File: config.mk
export PLATFORM = sky130hd
export DESIGN_NAME = serial_bit_feeder
export DESIGN_NICKNAME = d
export VERILOG_FILES = /design/src/rtl/serial_bit_feeder.sv
export SDC_FILE = /design/constraint.sdc
export NUM_CORES = 1
export LEC_CHECK = 0
export ABC_AREA = 1
export CAP_MARGIN = 20
export CORE_MARGIN = 2
export CORE_UTILIZATION = 53
export CTS_BUF_LIST = sky130_fd_sc_hd__clkbuf_2 sky130_fd_sc_hd__clkbuf_4 sky130_fd_sc_hd__clkbuf_8
export DETAILED_ROUTE_END_ITERATION = 8
export PLACE_DENSITY = 0.8
export SYNTH_ARGS = -nofsm -noshare
export SYNTH_HDL_FRONTEND = slang
export SYNTH_SLANG_ARGS = --single-unit
File: constraint.sdc
create_clock -name clk -period 1.46 [get_ports clk]
set_input_delay 0.219 -clock clk [delete_from_list [all_inputs] [get_ports clk]]
set_output_delay 0.219 -clock clk [all_outputs]
set_load 0.005 [all_outputs]
File: src/rtl/serial_bit_feeder.sv
// serial_bit_feeder: parallel-to-serial stage that feeds the sequence detector.
// One word can wait in a holding register while another is being shifted out,
// so words offered back to back leave as one continuous bit stream. Every
// output is a decode of registered state; word_done also depends on bit_en.
module serial_bit_feeder #(
  parameter int WIDTH     = 8,
  parameter bit LSB_FIRST = 1'b0
) (
  input  logic             clk,
  input  logic             reset,
  input  logic [WIDTH-1:0] in_data,
  input  logic             in_valid,
  output logic             in_ready,
  input  logic             bit_en,
  output logic             x_out,
  output logic             x_valid,
  output logic             first_bit,
  output logic             word_done,
  output logic             busy
);

  localparam int              CNT_W    = (WIDTH > 1) ? $clog2(WIDTH) : 1;
  localparam logic [CNT_W-1:0] CNT_LAST = CNT_W'(WIDTH - 1);

  typedef enum logic {
    IDLE  = 1'b0,
    SHIFT = 1'b1
  } state_t;

  state_t           state_q;
  logic [WIDTH-1:0] sreg_q;
  logic [WIDTH-1:0] hold_q;
  logic [CNT_W-1:0] cnt_q;
  logic             hold_full_q;

  logic             accept_d;
  logic             shifting_d;
  logic             last_bit_d;
  logic [WIDTH-1:0] sreg_shift_d;

  // Decode the handshake and the next shifted value from the current state.
  always_comb begin
    accept_d     = in_valid & ~hold_full_q;
    shifting_d   = (state_q == SHIFT);
    last_bit_d   = shifting_d & (cnt_q == CNT_LAST);
    sreg_shift_d = LSB_FIRST ? (sreg_q >> 1) : (sreg_q << 1);
  end

  // in_ready looks only at the holding register, so there is no path from in_valid.
  assign in_ready  = ~hold_full_q;
  assign x_valid   = shifting_d;
  assign x_out     = shifting_d & (LSB_FIRST ? sreg_q[0] : sreg_q[WIDTH-1]);
  assign first_bit = shifting_d & (cnt_q == '0);
  assign word_done = last_bit_d & bit_en;
  assign busy      = shifting_d | hold_full_q;

  // Holding register, shifter and state machine. An accept only happens with
  // the holding register empty and a transfer only with it full, so the two
  // writes to hold_full_q never land on the same edge.
  always_ff @(posedge clk or posedge reset) begin
    if (reset) begin
      state_q     <= IDLE;
      sreg_q      <= '0;
      cnt_q       <= '0;
      hold_q      <= '0;
      hold_full_q <= 1'b0;
    end else begin
      if (accept_d) begin
        hold_q      <= in_data;
        hold_full_q <= 1'b1;
      end

      case (state_q)
        IDLE: begin
          if (hold_full_q) begin
            sreg_q      <= hold_q;
            cnt_q       <= '0;
            hold_full_q <= 1'b0;
            state_q     <= SHIFT;
          end
        end

        SHIFT: begin
          if (bit_en) begin
            if (cnt_q == CNT_LAST) begin
              if (hold_full_q) begin
                // Reload on the last bit so the next word follows with no gap.
                sreg_q      <= hold_q;
                cnt_q       <= '0;
                hold_full_q <= 1'b0;
              end else begin
                sreg_q  <= '0;
                cnt_q   <= '0;
                state_q <= IDLE;
              end
            end else begin
              sreg_q <= sreg_shift_d;
              cnt_q  <= cnt_q + CNT_W'(1);
            end
          end
        end

        default: begin
          state_q <= IDLE;
        end
      endcase
    end
  end

endmodule

After elaboration in Yosys (flattened, before gate mapping)
Cells that the tools add are included.

$add $sub $neg: 1. Equality and inequality tests: 3. Multiplexer cells: 18. Bitwise operators: 8. Reductions and logical operators: 2.

Operator list (count): $mux W8 (4); $pmux W8 S2 (1); $mux W3 (3); $mux W1 (7); $pmux W3 S2 (1); $and A1 B1 Y1 (5); $ne A2 B2 Y1 const B (2); $pmux W1 S2 (2); $add A3 B1 Y3 const B (1); $eq A3 B3 Y1 const B (1); $logic_not A3 Y1 (1); $not A1 Y1 (2); $reduce_and A2 Y1 (1); $or A1 B1 Y1 (1).

Register bits after elaboration: 21. Input port bits: 12. Output and inout bits: 6. Logic and storage cells: 37.

Depth between registers and ports, before layout
Depth after elaboration: 7. Depth in mapped cells: 7. Depth with buffers taken out: 7.

Least setup slack after synthesis
No wires, ideal clock.

Path kind: flip-flop to flip-flop. From: register cnt_q[0]. To: register sreg_q[1]. Setup time: 0.117 ns. Arrival time: 1.180 ns. Data required time: 1.343 ns. Slack: 0.164 ns. Stages on the path, launching flop included: 7. Path buffers: 0. Clock period less this slack: 1.296 ns. Path through: dfrtp_1 > ha_1 > ha_1 > a21oi_2 > nor2_1 > nor2_1 > nor2_1.

Cells in the longest elaborated chain, start to end: 4.

Ends and longest elaborated chain: start: declaration (line 33) `logic [CNT_W-1:0] cnt_q;`; start signal: assignment (line 98) `cnt_q <= cnt_q + CNT_W'(1);`; $eq A3 B3 Y1 (line 85) `if (cnt_q == CNT_LAST) begin`; $mux W8 (line 85); $mux W8 (line 84) `if (bit_en) begin`; $pmux W8 S2 (line 73) `case (state_q)`; end signal: assignment (line 76) `sreg_q <= hold_q;`; end signal: assignment (line 88) `sreg_q <= hold_q;`; end signal: assignment (line 97) `sreg_q <= sreg_shift_d;`; end: declaration (line 31) `logic [WIDTH-1:0] sreg_q;`.

Every way passes these cells. The select of a mux whose other input is x is not followed. A chain may end at the register's enable or synchronous reset.

Worst setup path after layout
From: register cnt_q[0]. To: output word_done.

Cells in the longest elaborated chain, start to end: 3.

Ends and longest elaborated chain: $eq A3 B3 Y1 (line 45) `last_bit_d = shifting_d & (cnt_q == CNT_LAST);`; $and A1 B1 Y1 (line 45); $and A1 B1 Y1 (line 54) `assign word_done = last_bit_d & bit_en;`; end: declaration (line 18) `output logic word_done,`.

Every way passes these cells.

==> flow_summary.yaml <==
status:
  status: "finished with violations"
  violations: "negative setup slack"
detailed_routing:
  ant_nets: 0
  vias_per_cell: 4.79
  routed_wl_um: 2130
  dr_wl_met3_um: 69
  route.top_layer_used: "met4"
  avgRoutedWirePerCell_um: 11.3
  wl_met2_um: 1100
  vias: 900
  m1WireLength_um: 935
  initialDrtViolationCount: 28
  drt_pass1_iterations: 4
  drc: 0
cts:
  cts_tree: "built"
  htree_levels: 1
  clockBufferDepth: 2
  clk_latency_ps: 300
  cts_root_buffer: "clkbuf_4"
  cts_hold_buf: 0
  cts.sinks: 21
  clk_pin_slew_worst_paths_ps: 120
  cts_buffers: 3
global_routing:
  grt_pass1_vias: 811
  grt_max_degree: 22
  grt_pass1_wl_um: 3420
  antenna_found_initial: 0
  grt.total_usage: 0.217
  grt_overflow_total: 0
finish:
  syn2layout_area_growth_pct: 39.2
  antenna_cells: 0
  fillers: 126
  fin_cells: 188
  drive_above_1_share: 0.264
  fin_nets: 180
  stdcell_area_um2: 1430
worst_setup_path:
  crit_fanout: 2
  critical_path.max_stage_delay_ps: 420
  arrival_ps: 1360
  worstSetupEndpointType: "output pin"
  required_ps: 1240
  start_kind: "flop"
  critPathKind: "flop to output pin"
  reg2reg_depth: 8
  cp_common_cell: "ha_4"
  slowest_stage: "dfrtp_1"
  crit_path_cell_trace: "buf_6 -> ha_4 -> ha_4 -> inv_2 -> nor2_1 -> buf_2"
timing:
  worstMarginPinSlew_ps: 268
  max_freq_ghz: 0.633
  slew_headroom: 0.821
  period_share: 1.08
  hold_viol: 0
  rsz0062_at_grt: "yes"
  fin_ws_ps: -121
  layout_min_cycle_time_ps: 1580
  report.final.slew_viol_count: 0
  clock_skew_ps: 1.68
  final-setup-viol-count: 9
placement:
  place_hpwl_um: 1410
  port_buffers: 17
  globalplace.congestion: 0.773
  post_dp_cell_area_um2: 1260
  pre_cts_slack_ps: -144
  dp_cells: 174
die:
  die_h_um: 47.9
  fp.dieArea_um2: 2300
  num_io_pins: 18
  start_util: 0.580
  core-area_um2: 1760
  fp-row-count: 15
  die_x_um: 47.9
min_path:
  hp-class: "input port to async pin"
logic_synthesis:
  synth_cell_types: 17
  syn_area_um2: 1020
  syn_avg_cell_area_um2: 8.06
  synth-seq-area-share: 0.513
  netlist_instances: 127
  ys_seq_elements: 21
  synth-warning-count: 0
  syn-num-nets: 143
pwr:
  p_per_area_nw_per_um2: 1520
  peakVddDrop_mv: 1.16
  power_leakage_nw: 0.724
run:
  drv_cap: 0
==> final timing paths <==
kind | startpoint | endpoint | slack (ps)
max in group asynchronous | reset | x_valid$_DFF_PP0_ | 1010
hold reg to reg | hold_q[0]$_DFFE_PP0P_ | hold_q[0]$_DFFE_PP0P_ | 500
setup / recovery | cnt_q[0]$_DFFE_PP0P_ | word_done | -120
hold / removal | reset | hold_q[1]$_DFFE_PP0P_ | 220
setup reg to reg | cnt_q[0]$_DFFE_PP0P_ | sreg_q[1]$_DFFE_PP0P_ | -80
min in group clk | in_data[0] | hold_q[0]$_DFFE_PP0P_ | 450
==> power breakdown <==
part | switching (mW) | total (mW) | internal [mW]
registers | 0.121 | 0.934 | 0.813
clock network | 0.179 | 0.281 | 0.102
logic | 0.481 | 0.946 | 0.465
total | 0.781 | 2.16 | 1.38
==> worst max-delay path: cells and delay by family, from the launching register on <==
| kind | cells | cell delay, ps |
|---|---|---|
| adder cells (fa/ha/maj) | 2 | 310 |
| buffers and inverters | 3 | 300 |
| flip-flops | 1 | 420 |
| AND/OR/NAND/NOR | 1 | 40 |
==> metrics by stage <==
stage	total power, mW	TNS [ps]	util	hold slack (ps)
floorplan	1.42	0	-	196
global placement	1.65	-493	0.715	468
detailed placement	1.71	-940	0.715	475
CTS	2.12	-359	0.791	236
global route	2.35	-1200	0.808	288
finish	2.16	-557	0.808	223
==> state kept, by name, summed over array words and instances (netlist names) <==
signal / flops
hold_full_q: 1
cnt_q: 3
sreg_q: 8
hold_q: 8
x_valid: 1
==> repair_timing <==
| action | in CTS | in global routing |
|---|---|---|
| buffers inserted | 10 | 1 |
| setup endpoints to repair | 13 | 13 |
| gates cloned | 0 | 0 |
| pin swaps | 3 | 4 |
| gates resized for setup | 23 | 8 |
==> routing by layer <==
layer	GRT usage	vias to the layer above
met5	0	-
met4	0.0757	0
met3	0.0340	4
met2	0.368	21
met1	0.283	412
li1	-	463
==> synth_stat cells, drive strengths merged <==
library cell	count	area, um^2
inv	16	60.1
nand3	13	65.1
o22ai	1	6.26
nor2	37	139
nand2	20	90.1
ha	4	50.1
a21oi	8	43.8
o21ai	4	20.0
dfrtp	21	526
buf	3	23.8
==> logic make-up (layout without fill, tap and decap cells) <==
kind of cell,after synthesis,count (layout),share of synthesized area
simple gates,70,70,0.287
flops,21,21,0.513
buf+inv,19,55,0.0819
compound gates,13,13,0.0685
fa+ha+maj,4,4,0.0489
==> placed cells by master, fill, tap and decap left out, types with 3 or more instances in the layout <==
cell             instances
nor2_2                   4
o21ai_1                  3
dfrtp_1                 20
nand2_1                 15
nand3_1                 12
ha_4                     3
clkbuf_4                 3
a21oi_1                  7
buf_4                   16
clkdlybuf4s50_1         12
nand2_2                  4
nor2_1                  33
inv_2                    3
inv_1                   12
==> cell type report <==
type,instances,area (um^2),area share
well taps,25,31.3,0.0219
flip-flops and latches,21,527,0.370
repair buffers,35,300,0.211
clock inverters,1,5.00,0.00351
inverters,16,62.6,0.0439
clock buffers,3,22.5,0.0158
multi-input cells,87,477,0.335
No activity file was read; power rests on OpenSTA's default activity.
